===== config.mk =====
export PLATFORM = sky130hd
export DESIGN_NAME = qsort_host_seq
export DESIGN_NICKNAME = d
export VERILOG_FILES = /design/src/rtl/qsort_pkg.sv /design/src/rtl/qsort_host_buf.sv /design/src/rtl/qsort_host_seq.sv
export SDC_FILE = /design/constraint.sdc
export NUM_CORES = 1
export LEC_CHECK = 0
export CAP_MARGIN = 20
export CORE_ASPECT_RATIO = 0.8
export CORE_MARGIN = 8
export CORE_UTILIZATION = 35
export DETAILED_ROUTE_END_ITERATION = 10
export DONT_BUFFER_PORTS = 1
export PLACE_DENSITY = 0.49
export SLEW_MARGIN = 10
export SYNTH_ARGS = -nofsm -noshare
export SYNTH_HDL_FRONTEND = slang
export SYNTH_SLANG_ARGS = --single-unit

===== constraint.sdc =====
create_clock -name clk -period 7.4 [get_ports clk]
set_input_delay 1.85 -clock clk [delete_from_list [all_inputs] [get_ports clk]]
set_output_delay 1.85 -clock clk [all_outputs]
set_load 0.005 [all_outputs]

===== src/rtl/qsort_pkg.sv =====
// Shared types and defaults for the QSort host sequencer.
package qsort_pkg;

  localparam int QS_N        = 8;
  localparam int QS_W        = 32;
  localparam int QS_TIMEOUT  = 1000;
  localparam int INIT_CYCLES = 2;

  typedef enum logic [2:0] {
    IDLE,
    LOAD,
    FEED,
    INIT,
    WAIT,
    UNLOAD,
    EMIT
  } qs_state_t;

endpackage


===== src/rtl/qsort_host_buf.sv =====
// N x W batch buffer: one synchronous write port, one combinational read port.
module qsort_host_buf #(
  parameter int N  = 8,
  parameter int W  = 32,
  parameter int AW = 3
) (
  input  logic          clk,
  input  logic          we,
  input  logic [AW-1:0] waddr,
  input  logic [W-1:0]  wdata,
  input  logic [AW-1:0] raddr,
  output logic [W-1:0]  rdata
);

  logic [W-1:0] mem [N];

  // Contents are don't-care after reset, so the array carries no reset.
  always_ff @(posedge clk) begin
    if (we) mem[waddr] <= wdata;
  end

  assign rdata = mem[raddr];

endmodule


===== src/rtl/qsort_host_seq.sv =====
// Host sequencer: collect N words, run them through the QSort engine, re-emit sorted.
// Optional sorted-order checker (sort_err port) enabled by defining QSORT_HOST_CHECK_EN.
module qsort_host_seq
  import qsort_pkg::*;
#(
  parameter int N       = QS_N,
  parameter int W       = QS_W,
  parameter int TIMEOUT = QS_TIMEOUT,
  parameter int OUT_LAT = 1
) (
  input  logic         clk,
  input  logic         rst_n,
  input  logic         s_valid,
  output logic         s_ready,
  input  logic [W-1:0] s_data,
  output logic         m_valid,
  input  logic         m_ready,
  output logic [W-1:0] m_data,
  output logic         m_last,
  output logic [W-1:0] q_xin,
  output logic         q_read,
  output logic         q_init,
  output logic         q_write,
  input  logic [W-1:0] q_xout,
  input  logic         q_comp,
  output logic         busy,
  output logic         timeout_err,
`ifdef QSORT_HOST_CHECK_EN
  output logic         sort_err,
`endif
  output qs_state_t    dbg_state
);

  localparam int CW = (N > 1) ? $clog2(N) : 1;
  localparam int TW = (TIMEOUT > 1) ? $clog2(TIMEOUT) : 1;
  localparam logic [CW-1:0] LAST      = CW'(N - 1);
  localparam logic [CW-1:0] INIT_LAST = CW'(INIT_CYCLES - 1);
  localparam logic [TW-1:0] T_LAST    = TW'(TIMEOUT - 1);

  // Handshakes: a word moves on a port in any cycle where valid and ready are both
  // high at the rising edge; valid never waits for ready, data is held while stalled.

  qs_state_t     state, state_n;
  logic [CW-1:0] cnt, ccnt;
  logic [TW-1:0] tcnt;
  logic          s_hs, m_hs, cap, wr_dly;
  logic          we;
  logic [CW-1:0] waddr, raddr;
  logic [W-1:0]  wdata, rdata;

  assign s_ready   = (state == IDLE) || (state == LOAD);
  assign s_hs      = s_valid && s_ready;
  assign m_valid   = (state == EMIT);
  assign m_hs      = m_valid && m_ready;
  assign m_data    = m_valid ? rdata : '0;
  assign m_last    = m_valid && (cnt == LAST);
  assign busy      = !((state == IDLE) || (state == LOAD && cnt == '0));
  assign cap       = (state == UNLOAD) && wr_dly;
  assign dbg_state = state;

  // q_write delayed to line up with the sorter's output latency.
  generate
    if (OUT_LAT > 0) begin : g_dly
      logic [OUT_LAT-1:0] sr;
      always_ff @(posedge clk) begin
        if (!rst_n) sr <= '0;
        else        sr <= (sr << 1) | OUT_LAT'(q_write);
      end
      assign wr_dly = sr[OUT_LAT-1];
    end else begin : g_nodly
      assign wr_dly = q_write;
    end
  endgenerate

  qsort_host_buf #(.N(N), .W(W), .AW(CW)) u_buf (
    .clk   (clk),
    .we    (we),
    .waddr (waddr),
    .wdata (wdata),
    .raddr (raddr),
    .rdata (rdata)
  );

  // Write port is shared by upstream load and sorter capture; the read port
  // prefetches the next FEED word so q_xin can be registered.
  always_comb begin
    we    = 1'b0;
    waddr = cnt;
    wdata = s_data;
    raddr = cnt;
    if (s_hs) begin
      we = 1'b1;
    end else if (cap) begin
      we    = 1'b1;
      waddr = ccnt;
      wdata = q_xout;
    end
    if (state == FEED)      raddr = (cnt == LAST) ? '0 : cnt + 1'b1;
    else if (state != EMIT) raddr = '0;
  end

  always_comb begin
    state_n = state;
    unique case (state)
      IDLE:    if (s_hs) state_n = LOAD;
      LOAD:    if (s_hs && cnt == LAST) state_n = FEED;
      FEED:    if (cnt == LAST) state_n = INIT;
      INIT:    if (cnt == INIT_LAST) state_n = WAIT;
      WAIT: begin
        if (q_comp)               state_n = UNLOAD;
        else if (tcnt == T_LAST)  state_n = IDLE;
      end
      UNLOAD:  if (cap && ccnt == LAST) state_n = EMIT;
      EMIT:    if (m_hs && cnt == LAST) state_n = IDLE;
      default: state_n = IDLE;
    endcase
  end

  always_ff @(posedge clk) begin
    if (!rst_n) begin
      state       <= IDLE;
      cnt         <= '0;
      ccnt        <= '0;
      tcnt        <= '0;
      q_read      <= 1'b0;
      q_xin       <= '0;
      q_init      <= 1'b0;
      q_write     <= 1'b0;
      timeout_err <= 1'b0;
    end else begin
      state   <= state_n;
      q_read  <= (state_n == FEED);
      q_xin   <= (state_n == FEED) ? rdata : '0;
      q_init  <= (state_n == INIT);
      q_write <= (state == WAIT && state_n == UNLOAD) ||
                 (state == UNLOAD && q_write && cnt != LAST);
      tcnt    <= (state == WAIT) ? tcnt + 1'b1 : '0;

      if (state == IDLE && s_hs)               timeout_err <= 1'b0;
      else if (state == WAIT && state_n == IDLE) timeout_err <= 1'b1;

      unique case (state)
        IDLE, LOAD: if (s_hs)    cnt <= (cnt == LAST) ? '0 : cnt + 1'b1;
        FEED:                    cnt <= (cnt == LAST) ? '0 : cnt + 1'b1;
        INIT:                    cnt <= (cnt == INIT_LAST) ? '0 : cnt + 1'b1;
        UNLOAD:     if (q_write) cnt <= (cnt == LAST) ? '0 : cnt + 1'b1;
        EMIT:       if (m_hs)    cnt <= (cnt == LAST) ? '0 : cnt + 1'b1;
        default:                 cnt <= '0;
      endcase

      if (cap) ccnt <= (ccnt == LAST) ? '0 : ccnt + 1'b1;
    end
  end

`ifdef QSORT_HOST_CHECK_EN
  logic [W-1:0] prev_word;

  always_ff @(posedge clk) begin
    if (!rst_n) begin
      sort_err  <= 1'b0;
      prev_word <= '0;
    end else begin
      if (state == IDLE && s_hs) sort_err <= 1'b0;
      if (cap) begin
        prev_word <= q_xout;
        if (ccnt != '0 && q_xout < prev_word) sort_err <= 1'b1;
      end
    end
  end
`endif

endmodule


==> results of run 1 <==
registers in the layout, indices dropped and copies added (netlist names):
signal / flops
tcnt: 10
q_init: 1
q_xin: 32
ccnt: 3
timeout_err: 1
dbg_state: 3
cnt: 3
q_write: 1
u_buf.mem: 256
q_read: 1
g_dly.sr: 1
synth_stat cells (all sizes together) (6+ instances only):
cell | count | share of area (%)
clkbuf | 33 | 0.98
a221o | 32 | 2.5
a21o | 34 | 2.0
inv | 10 | 0.30
nor2 | 26 | 0.77
nand3 | 7 | 0.38
a21boi | 6 | 0.36
and3 | 37 | 1.8
edfxtp | 256 | 61
buf | 26 | 1.7
a2111oi | 32 | 2.2
ha | 7 | 0.69
mux2i | 65 | 5.1
nor3 | 67 | 3.0
dfxtp | 56 | 8.9
a21oi | 37 | 1.5
nand2 | 115 | 3.5
layer usage:
layer | vias up | part of all wire, % | wire (µm) | GRT usage, %
met1 | 3633 | 47 | 15530 | 20.25
met2 | 156 | 46 | 15300 | 24.73
met4 | 0 | 1.6 | 523 | 3.972
met3 | 38 | 4.9 | 1622 | 3.442
met5 | - | 0 | 0 | 0
li1 | 3457 | - | - | -
cells by family after synthesis:
kind of cell / Yosys count
simple gates: 275
fa+ha+maj: 7
compound gates: 163
flops: 312
mux: 67
buf+inv: 69
xor+xnor: 8
placed cells by master, fill, tap and decap left out, types with 3 or more instances in the layout:
cell and count:
sky130_fd_sc_hd__a2111oi_0 32, sky130_fd_sc_hd__a21boi_0 6, sky130_fd_sc_hd__a21o_1 34, sky130_fd_sc_hd__a21oi_1 36
sky130_fd_sc_hd__a221o_1 32, sky130_fd_sc_hd__a31oi_1 3, sky130_fd_sc_hd__and3_1 36, sky130_fd_sc_hd__buf_4 10
sky130_fd_sc_hd__bufinv_16 4, sky130_fd_sc_hd__clkbuf_1 10, sky130_fd_sc_hd__clkbuf_16 35, sky130_fd_sc_hd__clkinv_1 4
sky130_fd_sc_hd__dfxtp_1 56, sky130_fd_sc_hd__edfxtp_1 256, sky130_fd_sc_hd__ha_1 7, sky130_fd_sc_hd__inv_1 10
sky130_fd_sc_hd__mux2i_1 65, sky130_fd_sc_hd__nand2_1 111, sky130_fd_sc_hd__nand2_2 3, sky130_fd_sc_hd__nand2b_1 5
sky130_fd_sc_hd__nand3_1 6, sky130_fd_sc_hd__nor2_1 17, sky130_fd_sc_hd__nor2_4 9, sky130_fd_sc_hd__nor2b_1 5
sky130_fd_sc_hd__nor3_1 58, sky130_fd_sc_hd__nor3_2 9, sky130_fd_sc_hd__nor3b_1 3, sky130_fd_sc_hd__o21ai_0 4
sky130_fd_sc_hd__xnor2_1 5, sky130_fd_sc_hd__xor2_1 3
metrics by stage:
stage | cell area, µm² | utilization, % | instances | setup slack [ns]
2_1_floorplan | 12660 | - | 901 | 3.261
3_3_place_gp | 13120 | 36.67 | 1333 | 1.873
3_5_place_dp | 13120 | 36.67 | 1333 | 1.791
4_1_cts | 14240 | 39.82 | 1395 | 1.234
5_1_grt | 14310 | 40.01 | 1398 | 0.9687
6_report | 14310 | 40.01 | 1398 | 1.315
path summary, 6_finish.rpt:
kind	start	endpoint	slack (ns)	cells after the start
setup reg to reg	cnt[0]	q_xin[30]	3.48	7
hold reg to reg	tcnt[0]	tcnt[0]	0.44	1
hold / removal	tcnt[0]	tcnt[0]	0.44	1
setup / recovery	cnt[0]	m_data[19]	1.32	8
where the power goes:
| group | total, mW | switching, mW | internal, mW | leakage, nW |
|---|---|---|---|---|
| combinational | 0.131 | 0.0958 | 0.0356 | 2.03 |
| sequential | 1.94 | 0.00881 | 1.93 | 2.78 |
| clock | 1.72 | 0.680 | 1.04 | 0.542 |
final cells by class:
cell class / count / area share, %
Timing Repair Buffer: 14 / 1.128
Clock buffer: 48 / 6.629
Inverter: 10 / 0.2624
Tap cell: 480 / 4.198
Clock inverter: 14 / 1.242
Sequential cell: 312 / 61.57
Multi-Input combinational cell: 520 / 24.98
==> out/results.tsv, run 1 <==
metric	value	unit
number_of_synthesis_warnings	0	
crit_required	5.55	ns
final_antenna_net_count	0	
num-fill-cells	3339	
grt_antenna_before_repair	0	
nets	969	
synth.yosys.seq_area_share	69.60	%
cts_tree	built	
ys_types	54	
place.gp.congestion	0.7411	
worstPathMaxFanout	66	
floorplan.initialDensity	35.39	%
hold_ws	0.4427	ns
synth.mux.area_fraction	5.319	%
wire_length_of_the_first_global_routing_pass	48.62	mm
cap_viol_max_count	0	
finalSetupViolCount	0	
rsz_0062_raised_after_global_routing	no	
totalPowerFinal	3.787	mW
worst_ep_arrival_time	4.23	ns
synth_nets	977	
post-route-drc-count	0	
outcome	complete, no violations	
drtIter0Drc	453	
wl_per_cell	23.59	µm
ctsResizeCount	0	
finalHoldViolCount	0	
floorplan.die.width	228.6	µm
core_region_area	35760	µm²
irDropWorstVdd	128.4	µV
power.leakage	5.349	nW
tightest_slew	1.016	ns
post_synth_edffs	256	
cp_slowest_cell	sky130_fd_sc_hd__or3_2	
totalWireLength	32.98	mm
globalRoute.totalOverflow	0	
global_route_usage_sum	15.15	%
fmaxAchievable	164.3	MHz
critPathLaunchType	flop	
crit_type	flop to primary output	
cts-htree-levels	2	
fin_setup_tns	0	ns
combinational_family_with_the_most_area_after_synthesis	simple AND/OR/NAND/NOR gates	
die_span_in_y	186.1	µm
portBuffers	0	
grt_start_max_net_pins	67	
slew_headroom	32.01	%
grt_pass1_vias	7395	
final_min_period_over_clock_period	82.23	%
num_antenna_cells	0	
cpLargestDelayFamily	simple AND/OR/NAND/NOR gates	
postSynthAreaPerCell	14.05	µm²
final_layout_size_suffix_gt1_share	10.35	%
critPathCaptureType	primary output	
cts_root_buffer	sky130_fd_sc_hd__clkbuf_16	
cts_hold_buffers	0	
cts_inserted_buffers	35	
sequential_cell_area	8808	µm²
synthFlopType	sky130_fd_sc_hd__edfxtp_1	
ctsLongestPathBuffers	3	
fraction_of_synthesized_cell_area_in_xor_and_xnor_cells	0.5536	%
synth-compound-area-share	10.07	%
synthesis.area	12660	µm²
crit_path_max_incr_delay	0.82	ns
vias	7284	
critical_path.cell_chain	ha_1, ha_1, or3_2, nand2_4, buf_12, mux2i_1, a221o_1, nor3_1	
layout-area-overhead-vs-synth	13.05	%
clk_transition_reported_paths	0.06	ns
ys_ff_latch	312	
final.setup_skew	0.01287	ns
synth-async-reset-ratio	0	%
post-cts-setup-buffer-count	0	
worst_path_most_repeated_cell	sky130_fd_sc_hd__ha_1	
worst_hold_path_type	flop to flop	
dieArea	42540	µm²
cts.sinks	312	
pin_count	144	
yosys.area_share.simple	10.75	%
cell_pwr_density	264.7	nW/µm²
slew_viol_final	0	
via_density_per_instance	5.210	
first_pass_iters	4	
multi_input_gate_area	3573	µm²
yosys.area_share.adder	0.6920	%
crit_buf_inv	1	
std_cell_rows	62	
clock_latency	0.52	ns
final_period_minus_worst_setup_slack	6.085	ns
netlist_instances	901	
hpwl	18.61	mm
(Power assumes the default switching activity.)
==> run 2: changes to the inputs <==
==> constraint.sdc (replaced) <==
create_clock -name clk -period 6.17 [get_ports clk]
set_input_delay 1.5425 -clock clk [delete_from_list [all_inputs] [get_ports clk]]
set_output_delay 1.5425 -clock clk [all_outputs]
set_load 0.005 [all_outputs]
==> run 2 against run 1 <==
  * Register-to-register slack worse by 1.2 ns
  * Utilization about the same
  * Highest routed layer unchanged
  * Hold slack better by 0.0015 ns
  * Via count up 0.63%
  * Flip-flop and latch count unchanged
  * Global-route usage up 0.092 points
  * Critical path depth down 1
  * Count of clock-buffer cells in the layout down 3
==> out/results.tsv, run 2 (same netlist as run 1, synthesis figures left out) <==
metric	value	unit	change
utilization_after_layout	39.99	%	about the same
drtIter0Drc	430		-5.1%
clk_transition_reported_paths	0.06	ns	about the same
dieArea	42540	µm²	unchanged
cts_root_buffer	sky130_fd_sc_hd__clkbuf_16		
final_antenna_net_count	0		unchanged
floorplan.die.width	228.6	µm	unchanged
ctsResizeCount	0		unchanged
final_layout_size_suffix_gt1_share	10.81	%	+0.46 points
final.setup_skew	0.01561	ns	+0.002737 ns
nets	975		+0.62%
portBuffers	0		unchanged
vias	7330		+0.63%
fmaxAchievable	182.7	MHz	
cell_pwr_density	314.4	nW/µm²	+19%
crit_type	flop to primary output		
grt_start_max_net_pins	38		-43%
wire_length_of_the_first_global_routing_pass	49.34	mm	+1.5%
capturing_element_of_the_worst_setup_path	m_data[4]		
post-cts-setup-buffer-count	0		unchanged
hpwl	19.73	mm	+6.0%
core_region_area	35760	µm²	unchanged
r2r_setup_slack	2.31	ns	-1.17 ns
std_cell_rows	62		unchanged
cts.sinks	312		unchanged
worst_ep_arrival_time	3.93	ns	-0.30 ns
top_register	u_buf.mem		
totalPowerFinal	4.496	mW	+19%
die_span_in_y	186.1	µm	unchanged
number_of_flip_flops_under_the_largest_register_name	256		unchanged
mostFrequentLayoutCells	sky130_fd_sc_hd__edfxtp_1, sky130_fd_sc_hd__nand2_1, sky130_fd_sc_hd__mux2i_1, sky130_fd_sc_hd__nor3_1, sky130_fd_sc_hd__dfxtp_1		
sequential_cell_area	8808	µm²	unchanged
multi_input_gate_area	3573	µm²	unchanged
critPathLaunch	cnt[0]		
r2r_start	dbg_state[2]		
cts_hold_buffers	0		unchanged
finalSetupViolCount	0		unchanged
worstPathMaxFanout	32		-52%
num-fill-cells	3353		+0.42%
cts_inserted_buffers	35		unchanged
place.gp.congestion	0.7370		-0.55%
reg2reg_to	u_buf.mem[1][18]		
clock_latency	0.52	ns	about the same
rsz_0062_raised_after_global_routing	no		
global_route_usage_sum	15.24	%	+0.092 points
globalRoute.totalOverflow	0		unchanged
cts_tree	built		
num_antenna_cells	0		unchanged
floorplan.initialDensity	35.39	%	unchanged
first_pass_iters	5		+1
irDropWorstVdd	167.4	µV	+30%
slew_viol_final	0		unchanged
final_common_cell	sky130_fd_sc_hd__edfxtp_1		
cts-htree-levels	2		unchanged
final_period_minus_worst_setup_slack	5.473	ns	
timing.reg2reg.worst_path_depth	4		-3
cap_viol_max_count	0		unchanged
outcome	complete, no violations		
slew_headroom	34.44	%	+2.4 points
post-route-drc-count	0		unchanged
finalHoldViolCount	0		unchanged
critPathLaunchType	flop		
setup_ws	0.6967	ns	-0.6186 ns
totalWireLength	33.14	mm	+0.49%
final_min_period_over_clock_period	88.71	%	
top_regs	u_buf.mem x256, q_xin x32, tcnt x10		
dp_slack	1.208	ns	-0.5833 ns
ctsLongestPathBuffers	3		unchanged
wl_per_cell	23.59	µm	about the same
power.leakage	5.363	nW	+0.26%
via_density_per_instance	5.217		+0.13%
pin_count	144		unchanged
layout-area-overhead-vs-synth	13.00	%	about the same
critPathCaptureType	primary output		
worst_hold_path_type	flop to flop		
fin_setup_tns	0	ns	unchanged
crit_required	4.63	ns	-0.92 ns
grt_pass1_vias	7557		+2.2%
grt_antenna_before_repair	0		unchanged
tightest_slew	0.9800	ns	-0.03621 ns
-- run 2: layout make-up --
cell class / instances / area share [%]
clock buffer: 45 / 6.457
clock inverter: 18 / 1.172
inverter: 10 / 0.2625
multi-input combinational: 520 / 24.99
sequential: 312 / 61.59
tap: 480 / 4.199
timing repair buffer: 20 / 1.330
-- run 2: how the worst min path moves through the flow --
stage             from       to  slack [ns]  depth (start not counted)
5_1_grt        tcnt[0]  tcnt[0]        0.46                          1
3_5_place_dp   tcnt[0]  tcnt[0]        0.44                          1
3_3_place_gp   tcnt[0]  tcnt[0]        0.43                          1
6_report       tcnt[0]  tcnt[0]        0.44                          1
2_1_floorplan  tcnt[0]  tcnt[0]        0.41                          1
4_1_cts        tcnt[0]  tcnt[0]        0.45                          1
-- run 2: stage by stage --
stage	area, µm²	hold WS [ns]	cells
floorplan	12660	0.4132	901
finish	14300	0.4443	1405
CTS	14250	0.4499	1403
detailed placement	13160	0.4371	1340
global route	14300	0.4618	1405
global placement	13160	0.4304	1340
-- run 2: layer usage --
metal | wire, µm | global-route usage, % | share of wire [%]
met5 | 0 | 0 | 0
met4 | 526 | 3.665 | 1.6
met3 | 1369 | 3.001 | 4.1
met2 | 15370 | 24.75 | 46
met1 | 15870 | 20.91 | 48
-- run 2: power by group --
part	switching, mW	internal, mW	leakage (nW)
registers	0.0110	2.31	2.78
logic	0.116	0.0448	2.05
clock network	0.825	1.19	0.536
total	0.952	3.54	5.36
-- run 2: critical path, stage by stage, from the launching register on --
cell	delay [ns]
sky130_fd_sc_hd__dfxtp_1	0.39
sky130_fd_sc_hd__ha_1	0.24
sky130_fd_sc_hd__ha_1	0.29
sky130_fd_sc_hd__or3_2	0.70
sky130_fd_sc_hd__nand2_4	0.49
sky130_fd_sc_hd__nand2_2	0.66
sky130_fd_sc_hd__a21oi_1	0.48
sky130_fd_sc_hd__nor3_2	0.12
